<file path="config.mk">
export PLATFORM = sky130hd
export DESIGN_NAME = uart_rx
export DESIGN_NICKNAME = d
export VERILOG_FILES = /design/src/rtl/uart_rx.sv
export SDC_FILE = /design/constraint.sdc
export NUM_CORES = 1
export LEC_CHECK = 0
export ABC_AREA = 1
export BUFFER_PORTS_ARGS = -buffer_cell sky130_fd_sc_hd__buf_4
export CAP_MARGIN = 5
export CORE_ASPECT_RATIO = 1.1
export CORE_MARGIN = 5
export CORE_UTILIZATION = 38
export CTS_CLUSTER_DIAMETER = 150
export CTS_CLUSTER_SIZE = 14
export DETAILED_ROUTE_END_ITERATION = 16
export PLACE_DENSITY_LB_ADDON = 0.08
export RECOVER_POWER = 50
export SLEW_MARGIN = 0
export SYNTH_ARGS = -nofsm -noshare
export SYNTH_HDL_FRONTEND = slang
export SYNTH_SLANG_ARGS = --single-unit
</file>
<file path="constraint.sdc">
create_clock -name clk -period 2.1 [get_ports clk]
set_clock_uncertainty 0.15 [all_clocks]
set_input_delay 0.315 -clock clk [delete_from_list [all_inputs] [get_ports clk]]
set_output_delay 0.315 -clock clk [all_outputs]
set_load 0.01 [all_outputs]
</file>
<file path="src/rtl/uart_rx.sv">
// rtl/uart_rx.sv - 8N1 serial receiver with one-entry byte buffer and cts
//
// Ports:
//   clk        in   system clock, rising edge
//   rst        in   synchronous reset, active low
//   rxd        in   serial input, asynchronous, idle high
//   rx_ack     in   consumer took rx_data; clears rx_valid and overrun
//   rx_data    out  last good byte, stable while rx_valid
//   rx_valid   out  buffer full, held until rx_ack
//   frame_err  out  one-cycle pulse when the stop bit samples low
//   overrun    out  sticky: byte completed while buffer was full
//   cts        out  clear-to-send, low exactly while rx_valid is high

module uart_rx #(
   parameter int BIT_CLKS = 16
) (
   input  logic       clk,
   input  logic       rst,
   input  logic       rxd,
   input  logic       rx_ack,
   output logic [7:0] rx_data,
   output logic       rx_valid,
   output logic       frame_err,
   output logic       overrun,
   output logic       cts
);

   localparam int HALF = BIT_CLKS / 2;
   localparam int CW   = $clog2(BIT_CLKS);

   localparam logic [CW-1:0] CNT_LAST = CW'(BIT_CLKS - 1);
   localparam logic [CW-1:0] CNT_A    = CW'(HALF - 1);
   localparam logic [CW-1:0] CNT_B    = CW'(HALF);
   localparam logic [CW-1:0] CNT_MID  = CW'(HALF + 1);

   typedef enum logic [2:0] {
      S_IDLE  = 3'd0,
      S_START = 3'd1,
      S_DATA  = 3'd2,
      S_STOP  = 3'd3,
      S_BREAK = 3'd4
   } state_t;

   state_t        state_q, state_d;
   logic [CW-1:0] cnt_q, cnt_d;
   logic [2:0]    idx_q, idx_d;
   logic [7:0]    shift_q, shift_d;
   logic          sync1_q, sync1_d;
   logic          sync2_q, sync2_d;
   logic          samp_a_q, samp_a_d;
   logic          samp_b_q, samp_b_d;
   logic [7:0]    rx_data_q, rx_data_d;
   logic          rx_valid_q, rx_valid_d;
   logic          frame_err_q, frame_err_d;
   logic          overrun_q, overrun_d;
   logic          cts_q, cts_d;

   logic          rxs;
   logic          maj;
   logic          bit_end;
   logic          mid;
   logic          deliver;
   logic [CW-1:0] cnt_next;

   assign rxs = sync2_q;
   // Third vote is the live sample; the first two were captured on the two preceding cycles.
   assign maj = (samp_a_q & samp_b_q) | (samp_a_q & rxs) | (samp_b_q & rxs);

   always_ff @(posedge clk) begin
      if (!rst) begin
         state_q     <= S_IDLE;
         cnt_q       <= '0;
         idx_q       <= 3'd0;
         shift_q     <= 8'h00;
         sync1_q     <= 1'b1;
         sync2_q     <= 1'b1;
         samp_a_q    <= 1'b1;
         samp_b_q    <= 1'b1;
         rx_data_q   <= 8'h00;
         rx_valid_q  <= 1'b0;
         frame_err_q <= 1'b0;
         overrun_q   <= 1'b0;
         cts_q       <= 1'b1;
      end else begin
         state_q     <= state_d;
         cnt_q       <= cnt_d;
         idx_q       <= idx_d;
         shift_q     <= shift_d;
         sync1_q     <= sync1_d;
         sync2_q     <= sync2_d;
         samp_a_q    <= samp_a_d;
         samp_b_q    <= samp_b_d;
         rx_data_q   <= rx_data_d;
         rx_valid_q  <= rx_valid_d;
         frame_err_q <= frame_err_d;
         overrun_q   <= overrun_d;
         cts_q       <= cts_d;
      end
   end

   always_comb begin
      state_d     = state_q;
      cnt_d       = cnt_q;
      idx_d       = idx_q;
      shift_d     = shift_q;
      sync1_d     = rxd;
      sync2_d     = sync1_q;
      samp_a_d    = samp_a_q;
      samp_b_d    = samp_b_q;
      rx_data_d   = rx_data_q;
      rx_valid_d  = rx_valid_q;
      frame_err_d = 1'b0;
      overrun_d   = overrun_q;
      deliver     = 1'b0;

      bit_end  = (cnt_q == CNT_LAST);
      mid      = (cnt_q == CNT_MID);
      cnt_next = bit_end ? '0 : cnt_q + 1'b1;

      if (cnt_q == CNT_A) samp_a_d = rxs;
      if (cnt_q == CNT_B) samp_b_d = rxs;

      case (state_q)
         S_IDLE: begin
            cnt_d = '0;
            if (!rxs) state_d = S_START;
         end
         S_START: begin
            cnt_d = cnt_next;
            if (mid && maj) begin
               // Low pulse shorter than half a bit: not a start bit.
               state_d = S_IDLE;
               cnt_d   = '0;
            end else if (bit_end) begin
               state_d = S_DATA;
               idx_d   = 3'd0;
            end
         end
         S_DATA: begin
            cnt_d = cnt_next;
            if (mid) shift_d[idx_q] = maj;
            if (bit_end) begin
               if (idx_q == 3'd7) state_d = S_STOP;
               else               idx_d   = idx_q + 3'd1;
            end
         end
         S_STOP: begin
            cnt_d = cnt_next;
            if (mid) begin
               // Leave half a bit early so a back-to-back start edge is not missed.
               cnt_d = '0;
               if (maj) begin
                  deliver = 1'b1;
                  state_d = S_IDLE;
               end else begin
                  frame_err_d = 1'b1;
                  state_d     = S_BREAK;
               end
            end
         end
         S_BREAK: begin
            cnt_d = '0;
            if (rxs) state_d = S_IDLE;
         end
         default: begin
            state_d = S_IDLE;
            cnt_d   = '0;
         end
      endcase

      if (rx_ack && rx_valid_q) begin
         rx_valid_d = 1'b0;
         overrun_d  = 1'b0;
      end
      // An ack in the same cycle frees the buffer for the incoming byte.
      if (deliver) begin
         if (!rx_valid_q || rx_ack) begin
            rx_data_d  = shift_q;
            rx_valid_d = 1'b1;
         end else begin
            overrun_d = 1'b1;
         end
      end

      cts_d = ~rx_valid_d;
   end

   assign rx_data   = rx_data_q;
   assign rx_valid  = rx_valid_q;
   assign frame_err = frame_err_q;
   assign overrun   = overrun_q;
   assign cts       = cts_q;

endmodule

</file>
# == Yosys cells after proc, flatten, opt, wreduce, memory -nomap -nowiden ==
# Cells that the tools add are included.
# word_totals
register_bits,34
latch_bits,0
ramBits,0
rom_bits,0
inputBits,4
output_inout_bits,12
elab_cells,84
memories,0
# classes
add_sub_neg,2
n_mul,0
div_mod_pow,0
order_cmp,2
n_eq_ne,18
n_shift,0
muxes,31
bitwise,6
n_reduce_logical,12
# ops
op,n
3-bit two-way mux,12
2-bit != test (second input constant),8
3-bit one-hot mux with 5 select lines,1
4-bit == test (second input constant),3
4-bit two-way mux,3
4-bit one-hot mux with 3 select lines,1
1-bit two-way mux,11
8-bit bitwise mux,1
3-bit by 2-bit == test with 1-bit output (second input constant),2
3-bit == test (second input constant),2
3-bit one-hot mux with 2 select lines,1
6-bit AND reduction,1
5-bit AND reduction,1
4-bit by 1-bit adder with 4-bit output (second input constant),1
4-bit by 3-bit == test with 1-bit output (second input constant),1
3-bit by 4-bit less-than comparator with 1-bit output (second input constant),1
2-bit AND reduction,2
3-bit by 1-bit adder with 3-bit output (second input constant),1
1-bit bitwise AND,3
1-bit demux with 3-bit select,1
3-bit by 1-bit == test with 1-bit output (second input constant),1
3-bit by 1-bit greater-or-equal comparator with 1-bit output (second input constant),1
1-bit logical AND,3
3-bit logical NOT,1
other kinds (7),8

# == Longest topological paths before layout ==
# Gate-level depths: netlist of run 1.
# depth
word_depth,8
depth_mapped,10

# == Worst setup path after synthesis of run 1 ==
# Ideal clock, no wire load.
# synth_timing
path_kind,register to register
startpoint,reg idx_q[0]
endpoint,reg idx_q[2]
setup_ps,120
arrival_ps,1204
required_ps,1830
path_slack_ps,626
path_stages_with_launch,9
n_path_buf,0
cell_sequence,dfxtp_1 -> ha_1 -> ha_1 -> inv_1 -> nand3_1 -> o21ai_1 -> nand2_1 -> nand2_1 -> a21oi_1
# synth_via
elab_chain_cells,4
elab_cells_between_ends,7
cone_classes,add/sub: 1; eq/ne: 2; mux: 3; reduce/logical: 1
# synth_lines
item,line,text
from (decl),46,"logic [2:0] idx_q, idx_d;"
from (signal assigned),87,idx_q <= idx_d;
3-bit by 1-bit adder with 3-bit output,144,else idx_d = idx_q + 3'd1;
3-bit two-way mux,143,if (idx_q == 3'd7) state_d = S_STOP;
3-bit two-way mux,142,if (bit_end) begin
3-bit one-hot mux with 2 select lines,123,case (state_q)
# Several ways; a longest one is shown, not always the timed one. The select of a mux whose other input is x is not followed.
# A chain may end at the register's enable or synchronous reset.

# == Worst setup path in the final report of run 1 ==
# layout_timing
startpoint,reg cnt_q[0]
endpoint,reg cnt_q[1]
# layout_via
elab_chain_cells,4
elab_cells_between_ends,8
cone_classes,add/sub: 1; eq/ne: 2; mux: 4; reduce/logical: 1
# layout_lines
item,line,text
from (decl),45,"logic [CW-1:0] cnt_q, cnt_d;"
from (signal assigned),86,cnt_q <= cnt_d;
4-bit by 1-bit adder with 4-bit output (tied with other cells),118,cnt_next = bit_end ? '0 : cnt_q + 1'b1;
4-bit two-way mux or 1-bit logical AND (tied branches),"118, 130",
4-bit two-way mux (on tied branches),"149, 130",
4-bit one-hot mux with 3 select lines (*),123,
# Mark *: on every way between the ends. The rest lies on a longest branch, timed or not.

==> impl_metrics.env, run 1 <==
export IMPL_fin_tns_setup_ns=0
export IMPL_synth_cell_types=26
export IMPL_top_layer="met4"
export IMPL_relSlewSlack_pct=72.9
export IMPL_worstHoldPathType="input pin to flip-flop"
export IMPL_insertion_delay_ns=0.29
export IMPL_fin_cells=287
export IMPL_num_vias=1363
export IMPL_syn_avg_cell_area_sq_um=7.38
export IMPL_fillers=451
export IMPL_ir_worst_vdd_mv=0.432
export IMPL_fin_crit_ns=1.70
export IMPL_cts_tree="done"
export IMPL_max_freq_mhz=588
export IMPL_synthCells=214
export IMPL_synth_edff_count=0
export IMPL_async_flop_share_pct=0
export IMPL_grt_overflow=0
export IMPL_hold_buffers=0
export IMPL_timing_final_hold_violations=0
export IMPL_synthTopCellsByCount="39 x nand2_1, 34 x dfxtp_1, 31 x nor2_1, 20 x a21oi_1, 20 x inv_1"
export IMPL_ys_seq_area_share_pct=43.1
export IMPL_antenna_found_initial=0
export IMPL_h_tree_depth=2
export IMPL_crit_chain="ha_1 -> nand3_4 -> inv_1 -> nand2_1 -> nand2_1 -> nand3_1 -> nand3b_1 -> inv_1"
export IMPL_nets=243
export IMPL_hpwl_mm=2.45
export IMPL_avgViaCountPerCell=4.75
export IMPL_die_y_microns=77.6
export IMPL_critical_path_class="flip-flop to flip-flop"
export IMPL_synth_area_leader_cell="dfxtp_1"
export IMPL_fin_ws_ns=0.401
export IMPL_tightest_slew_ns=0.404
export IMPL_grt_max_degree=22
export IMPL_dr_pass1_iters=4
export IMPL_wl_met3_microns=141
export IMPL_finalSetupViolations=0
export IMPL_critical_path_top_delay_family="simple AND/OR/NAND/NOR gates"
export IMPL_die_x_microns=71.5
export IMPL_p_total_mw=1.60
export IMPL_grt_pass1_wl_mm=5.95
export IMPL_start_util_pct=39.6
export IMPL_post_cts_repair_setup_buffers=0
export IMPL_synthTopCellsByArea="dfxtp_1 43%, nand2_1 9.3%, nor2_1 7.4%"
export IMPL_ys_flop_type="dfxtp_1"
export IMPL_cts_resized=0
export IMPL_cts_buffer_depth=2
export IMPL_clockRootBuffer="clkbuf_8"
export IMPL_track_usage_pct=13.7
export IMPL_dpl_instance_area_sq_mm=0.00175
export IMPL_cts_clk_slew_worst_paths_ns=0.07
export IMPL_area_growth_pct=13.2
export IMPL_dr_first_iter_drc_count=49
export IMPL_cp_depth=8
export IMPL_reg2reg_slack_ns=0.40
export IMPL_routed_wl_mm=3.28
export IMPL_crit_end="cnt_q[1]"
export IMPL_r2r_start="cnt_q[0]"
export IMPL_die_area_sq_mm=0.00555
export IMPL_critPathLaunchType="flip-flop"
export IMPL_p_leak_nw=0.743
export IMPL_rsz0062_at_grt="no"
export IMPL_crit_buf_inv=2
export IMPL_rows=24
export IMPL_wl_per_cell_microns=11.4
export IMPL_worstPathMaxFanout=8
export IMPL_clock_sinks=34
export IMPL_place_worst_setup_slack_ns=0.464
export IMPL_syn_nets=223
export IMPL_ant_nets=0
export IMPL_max_stage_delay_ns=0.40
export IMPL_finish_instance_area_sq_mm=0.00179
export IMPL_ios=16
export IMPL_grt_pass1_vias=1330
export IMPL_gp_congestion=0.770
export IMPL_met1_length_mm=1.50
export IMPL_post_route_cells_drive_above_1_share_pct=12.8
export IMPL_drc=0
export IMPL_yosysTopAreaCellShare_pct=43.1
export IMPL_period_share_pct=80.9
export IMPL_worstPathArrival_ns=1.74
export IMPL_maxSlewViolCount=0
export IMPL_critPathLaunch="cnt_q[0]"
export IMPL_dp_cells=279
export IMPL_slowest_stage="dfxtp_1"
export IMPL_status="finished, final reports clean"
export IMPL_synth_seq_cells=34
export IMPL_core_area_sq_mm=0.00399
export IMPL_reg2regPathDepth=8
export IMPL_insertedDiodeCount=0
export IMPL_syn_cell_area_sq_mm=0.00158
export IMPL_power_density_mw_per_mm2=894
export IMPL_required_ns=2.14
export IMPL_timing_rr_end="cnt_q[1]"
export IMPL_drv_cap=0
export IMPL_synth_most_common_cell="nand2_1"
export IMPL_io_buffers=15
export IMPL_end_kind="flip-flop"
export IMPL_wl_met2_mm=1.51
export IMPL_yosys_warnings=0
export IMPL_numCtsBuffers=5
[worst min path at each step]
| stage | startpoint | to | slack [ns] | cells past startpoint |
|---|---|---|---|---|
| floorplan | sync1_q | rxs | 0.24 | 1 |
| global placement | sync1_q | rxs | 0.26 | 1 |
| detailed placement | sync1_q | rxs | 0.26 | 1 |
| CTS | rxd | sync1_q | 0.05 | 2 |
| global route | rxd | sync1_q | 0.06 | 2 |
| finish | rxd | sync1_q | 0.06 | 2 |
[layout make-up]
class / count / area [sq um] / area share, %
clock buffers: 6 / 82.6 / 4.62
flip-flops and latches: 34 / 681 / 38.0
inverters: 26 / 97.6 / 5.45
clock inverters: 2 / 12.5 / 0.699
well taps: 52 / 65.1 / 3.64
repair buffers: 15 / 67.6 / 3.78
multi-input cells: 152 / 783 / 43.8
[cell usage in the layout, fill, tap and decap left out, drive strengths merged]
master / instances
nand4: 3
nand3: 17
o21ai: 15
or2: 2
dfxtp: 34
nor2: 36
nor4: 1
clkinv: 2
inv: 25
ha: 5
clkinvlp: 1
nand3b: 2
buf: 3
a21oi: 21
o311ai: 1
nor3: 6
clkbuf: 18
nand2: 43
[report_power, final]
group	switching, mW	leakage (nW)	internal, mW
Combinational	0.261	0.421	0.124
Clock	0.238	0.0472	0.263
Sequential	0.0399	0.275	0.673
[per-stage QoR]
step           hold WS [ns]  util [%]
2_1_floorplan         0.243         -
3_3_place_gp          0.262      43.8
3_5_place_dp          0.258      43.8
4_1_cts              0.0488      46.2
5_1_grt              0.0589      44.8
6_report             0.0610      44.8
[kinds of logic after synthesis]
family	Yosys count	synth area share, %
buf+inv	28	6.73
simple gates	110	33.6
compound gates	37	12.7
fa+ha+maj	5	3.96
flops	34	43.1
[flip-flops by register name, summed over array words and instances, names as in the netlist]
register / cells
overrun: 1
samp_a_q: 1
cts: 1
frame_err: 1
samp_b_q: 1
cnt_q: 4
rx_valid: 1
idx_q: 3
sync1_q: 1
state_q: 3
shift_q: 8
rx_data: 8
rxs: 1
[metal layers]
layer / vias up / GRT usage [%]
met2: 26 / 22.4
met1: 592 / 15.4
met5: - / 0
met3: 11 / 3.23
li1: 734 / -
met4: 0 / 9.59
(Power assumes the default switching activity.)
==> inputs of run 2 (changes only) <==
==> constraint.sdc (replaced) <==
create_clock -name clk -period 1.76 [get_ports clk]
set_clock_uncertainty 0.15 [all_clocks]
set_input_delay 0.264 -clock clk [delete_from_list [all_inputs] [get_ports clk]]
set_output_delay 0.264 -clock clk [all_outputs]
set_load 0.01 [all_outputs]
==> run 2 against run 1 <==
  * Hold slack lost 0.048 ns
  * Sequential share of layout area shrank 1.4 points
  * Setup slack lost 0.23 ns
  * Die area is the same
  * Total power grew 28%
  * Design area grew 4.1%
  * Final cell count grew 1.7%
  * Global-route usage grew 0.072 points
  * Combinational power grew 22%
  * Via count grew 1.9%
  * Core utilization grew 1.8 points
  * Critical path type unchanged
  * Largest cell class unchanged
==> impl_metrics.env, run 2 (synthesis gave the netlist of run 1 again) <==
export IMPL_ant_nets=0
export IMPL_fin_cells=292
export IMPL_power_density_mw_per_mm2=1100
export IMPL_grt_max_degree=21
export IMPL_dr_pass1_iters=4
export IMPL_worstPathArrival_ns=1.66
export IMPL_rsz0062_at_grt="no"
export IMPL_cts_clk_slew_worst_paths_ns=0.07
export IMPL_clock_sinks=34
export IMPL_timing_final_hold_violations=0
export IMPL_critPathLaunchType="flip-flop"
export IMPL_final_cell_mix="39 x nand2_1, 33 x nor2_1, 32 x dfxtp_1"
export IMPL_fillers=443
export IMPL_numCtsBuffers=5
export IMPL_reg2reg_slack_ns=0.17
export IMPL_fin_crit_ns=1.59
export IMPL_whs_endpoint="sync1_q"
export IMPL_insertion_delay_ns=0.28
export IMPL_post_cts_repair_setup_buffers=0
export IMPL_relSlewSlack_pct=77.4
export IMPL_dr_first_iter_drc_count=65
export IMPL_tightest_slew_ns=0.338
export IMPL_h_tree_depth=2
export IMPL_drv_cap=0
export IMPL_cts_resized=0
export IMPL_dpl_instance_area_sq_mm=0.00179
export IMPL_rows=24
export IMPL_place_worst_setup_slack_ns=0.130
export IMPL_critical_path_top_delay_family="simple AND/OR/NAND/NOR gates"
export IMPL_start_util_pct=39.6
export IMPL_worstPathMaxFanout=9
export IMPL_worstHoldPathType="input pin to flip-flop"
export IMPL_drc=0
export IMPL_post_route_cells_drive_above_1_share_pct=16.7
export IMPL_crit_buf_inv=2
export IMPL_die_x_microns=71.5
export IMPL_wl_per_cell_microns=11.6
export IMPL_slowest_stage="dfxtp_1"
export IMPL_timing_rr_end="rx_data[1]"
export IMPL_r2r_start="cnt_q[1]"
export IMPL_routed_wl_mm=3.39
export IMPL_whs_ns=0.0132
export IMPL_max_stage_delay_ns=0.33
export IMPL_cts_buffer_depth=2
export IMPL_insertedDiodeCount=0
export IMPL_hold_buffers=0
export IMPL_gp_congestion=0.768
export IMPL_hpwl_mm=2.55
export IMPL_hold_depth=2
export IMPL_grt_pass1_vias=1325
export IMPL_nets=249
export IMPL_final_common_cell="nand2_1"
export IMPL_required_ns=1.83
export IMPL_reg2regPathDepth=8
export IMPL_die_area_sq_mm=0.00555
export IMPL_hp_start="rxd"
export IMPL_grt_overflow=0
export IMPL_status="finished, final reports clean"
export IMPL_critical_path_class="flip-flop to flip-flop"
export IMPL_area_growth_pct=17.9
export IMPL_crit_chain="inv_1 -> ha_1 -> nand3_4 -> inv_2 -> nand2_2 -> nor2_4 -> a21oi_1 -> nor2_1"
export IMPL_maxSlewViolCount=0
export IMPL_cts_tree="done"
export IMPL_end_kind="flip-flop"
export IMPL_avgViaCountPerCell=4.76
export IMPL_max_freq_mhz=629
export IMPL_num_vias=1389
export IMPL_fin_tns_setup_ns=0
export IMPL_fin_ws_ns=0.169
export IMPL_ios=16
export IMPL_dp_cells=285
export IMPL_p_leak_nw=0.783
export IMPL_period_share_pct=90.4
export IMPL_track_usage_pct=13.8
export IMPL_antenna_found_initial=0
export IMPL_die_y_microns=77.6
export IMPL_io_buffers=15
export IMPL_clockRootBuffer="clkbuf_8"
export IMPL_p_total_mw=2.05
export IMPL_grt_pass1_wl_mm=6.04
export IMPL_finish_instance_area_sq_mm=0.00186
export IMPL_ir_worst_vdd_mv=0.569
export IMPL_finalSetupViolations=0
export IMPL_core_area_sq_mm=0.00399
export IMPL_fin_util_pct=46.6
[run 2: cell count changes in the layout (fill, tap and decap cells not counted), sizes merged]
cell      change
clkinvlp      -1
clkinv        -1
buf           +5
clkbuf        +1
bufinv        +1
[run 2: cell type report]
cell class | instances | area (sq um) | share of cell area [%]
Multi-Input combinational cell | 152 | 792 | 42.5
Sequential cell | 34 | 683 | 36.7
Timing Repair Buffer | 21 | 113 | 6.04
Inverter | 26 | 97.6 | 5.24
Clock buffer | 6 | 82.6 | 4.43
Tap cell | 52 | 65.1 | 3.49
Clock inverter | 1 | 30.0 | 1.61
[run 2: worst max-delay path by stage]
| stage | start | end | slack [ns] | cells after the start |
|---|---|---|---|---|
| finish | cnt_q[1] | rx_data[1] | 0.17 | 8 |
| global route | cnt_q[1] | rx_data[3] | 0.009 | 8 |
| CTS | cnt_q[0] | rx_data[1] | 0.11 | 7 |
| detailed placement | cnt_q[0] | rx_data[1] | 0.13 | 7 |
| global placement | idx_q[0] | idx_q[2] | 0.14 | 8 |
| floorplan | idx_q[0] | idx_q[2] | 0.29 | 8 |
[run 2: power breakdown]
part / internal (mW) / switching, mW / total, mW
clock: 0.453 / 0.278 / 0.731
combinational: 0.153 / 0.315 / 0.468
sequential: 0.805 / 0.0461 / 0.851
total: 1.41 / 0.639 / 2.05
[run 2: per-layer routing]
layer	vias to the layer above	part of all wire, %	routed length, microns	track usage (%)
met5	-	0	0	0
met4	0	3.2	109	8.65
met3	9	4.2	141	3.36
met2	25	46	1570	21.9
met1	607	46	1570	16.4
li1	748	-	-	-
==> inputs of run 3 (changes only) <==
==> constraint.sdc (replaced) <==
create_clock -name clk -period 1.94 [get_ports clk]
set_clock_uncertainty 0.15 [all_clocks]
set_input_delay 0.291 -clock clk [delete_from_list [all_inputs] [get_ports clk]]
set_output_delay 0.291 -clock clk [all_outputs]
set_load 0.005 [all_outputs]
==> run 3 against run 2 <==
  * Non-clock buffer count is 3 lower
  * Sequential power is 9.8% lower
  * Hold slack better by 0.028 ns
  * Largest power group unchanged
  * Critical path depth is 2 lower
  * Flip-flop and latch count stayed put
  * Via count is 0.14% higher
  * Critical path type unchanged
==> impl_metrics.env, run 3 (synthesis gave the netlist of run 1 again) <==
export IMPL_ant_nets=0
export IMPL_grt_pass1_vias=1357
export IMPL_power_density_mw_per_mm2=968
export IMPL_grt_overflow=0
export IMPL_io_buffers=15
export IMPL_tightest_slew_ns=0.303
export IMPL_grt_max_degree=22
export IMPL_maxSlewViolCount=0
export IMPL_gp_congestion=0.757
export IMPL_power_share_switching_pct=31.2
export IMPL_worstPathArrival_ns=1.70
export IMPL_numCtsBuffers=5
export IMPL_avgViaCountPerCell=4.80
export IMPL_cts_buffer_depth=2
export IMPL_p_leak_nw=0.805
export IMPL_fin_tns_setup_ns=0
export IMPL_place_worst_setup_slack_ns=0.317
export IMPL_p_clk_share_pct=34.9
export IMPL_critical_path_class="flip-flop to flip-flop"
export IMPL_cts_clk_slew_worst_paths_ns=0.07
export IMPL_wl_per_cell_microns=11.4
export IMPL_drc=0
export IMPL_power_share_sequential_pct=42.4
export IMPL_drv_cap=0
export IMPL_combPwrFrac_pct=22.7
export IMPL_grt_pass1_wl_mm=6.01
export IMPL_area_growth_pct=18.4
export IMPL_clock_sinks=34
export IMPL_p_sw_mw=0.565
export IMPL_worstHoldPathType="input pin to flip-flop"
export IMPL_whs_ns=0.0409
export IMPL_rows=24
export IMPL_final_cell_mix="40 x nand2_1, 34 x dfxtp_1, 33 x nor2_1"
export IMPL_num_vias=1391
export IMPL_dr_first_iter_drc_count=118
export IMPL_cts_resized=0
export IMPL_ios=16
export IMPL_fillers=433
export IMPL_status="finished, final reports clean"
export IMPL_intPower_mw=1.25
export IMPL_die_area_sq_mm=0.00555
export IMPL_die_x_microns=71.5
export IMPL_antenna_found_initial=0
export IMPL_nets=246
export IMPL_start_util_pct=39.6
export IMPL_rsz0062_at_grt="no"
export IMPL_regArea_sq_um=681
export IMPL_fin_ws_ns=0.270
export IMPL_critPathLaunchType="flip-flop"
export IMPL_routed_wl_mm=3.31
export IMPL_core_area_sq_mm=0.00399
export IMPL_timing_final_hold_violations=0
export IMPL_post_cts_repair_setup_buffers=0
export IMPL_max_freq_mhz=599
export IMPL_insertion_delay_ns=0.28
export IMPL_finalSetupViolations=0
export IMPL_worstPathMaxFanout=8
export IMPL_period_share_pct=86.1
export IMPL_final_common_cell="nand2_1"
export IMPL_multi_input_area_sq_um=786
export IMPL_hold_buffers=0
export IMPL_track_usage_pct=13.6
export IMPL_h_tree_depth=2
export IMPL_dr_pass1_iters=4
export IMPL_post_route_cells_drive_above_1_share_pct=18.1
export IMPL_required_ns=1.97
export IMPL_end_kind="flip-flop"
export IMPL_cts_tree="done"
export IMPL_ir_worst_vdd_mv=0.564
export IMPL_relSlewSlack_pct=79.7
export IMPL_hpwl_mm=2.51
export IMPL_fin_crit_ns=1.67
export IMPL_insertedDiodeCount=0
export IMPL_die_y_microns=77.6
export IMPL_clockRootBuffer="clkbuf_8"
==> run 3: cell count changes in the layout (fill, tap and decap cells not counted) <==
cell / delta
clkbuf_4: +11
clkbuf_1: -10
buf_4: -2
dfxtp_1: +2
dfxtp_2: -2
clkbuf_8: -1
inv_1: +1
inv_2: -1
nand2_1: +1
nand2_2: -1
o21ai_1: +1
o21ai_2: -1
==> run 3: final timing paths <==
check | start | end | slack [ns] | depth (start not counted)
worst max-delay path | cnt_q[0] | rx_data[2] | 0.27 | 6
worst min-delay path | rxd | sync1_q | 0.04 | 2
worst max register to register | cnt_q[0] | rx_data[2] | 0.27 | 6
worst min register to register | sync1_q | rxs | 0.27 | 1
==> run 3: area by class of cell <==
type / instances / area share [%]
clock buffer: 7 / 4.08
tap: 52 / 3.48
clock inverter: 1 / 1.61
timing repair buffer: 18 / 7.22
multi-input combinational: 152 / 42.0
sequential: 34 / 36.4
inverter: 26 / 5.22
==> run 3: stage by stage <==
step | util, % | total power, mW | area [sq um] | std cells
floorplan | - | 1.12 | 1580 | 214
global placement | 44.4 | 1.21 | 1770 | 282
detailed placement | 44.4 | 1.21 | 1770 | 282
CTS | 47.0 | 1.85 | 1880 | 290
global route | 46.8 | 1.93 | 1870 | 290
finish | 46.8 | 1.81 | 1870 | 290
==> run 3: routing by layer <==
| metal | track usage, % | routed length [microns] | vias to the layer above |
|---|---|---|---|
| met5 | 0 | 0 | - |
| met4 | 5.08 | 53 | 0 |
| met3 | 4.01 | 156 | 5 |
| met2 | 23.3 | 1670 | 21 |
| met1 | 16.1 | 1440 | 624 |
| li1 | - | - | 741 |
==> run 3: power groups by stage <==
stage               Sequential [mW]  Combinational, mW  Clock [mW]
detailed placement            0.786              0.423           0
CTS                           0.770              0.427       0.650
finish                        0.768              0.411       0.632
floorplan                     0.777              0.346           0
global placement              0.787              0.423           0
global route                  0.772              0.481       0.679
==> run 3: critical path: stages, from the launching register on <==
cell and delay (ns):
dfxtp_1 0.40, ha_1 0.22, nand3_4 0.14, inv_1 0.13
nand4_2 0.22, o21ai_0 0.25, nor2_1 0.05
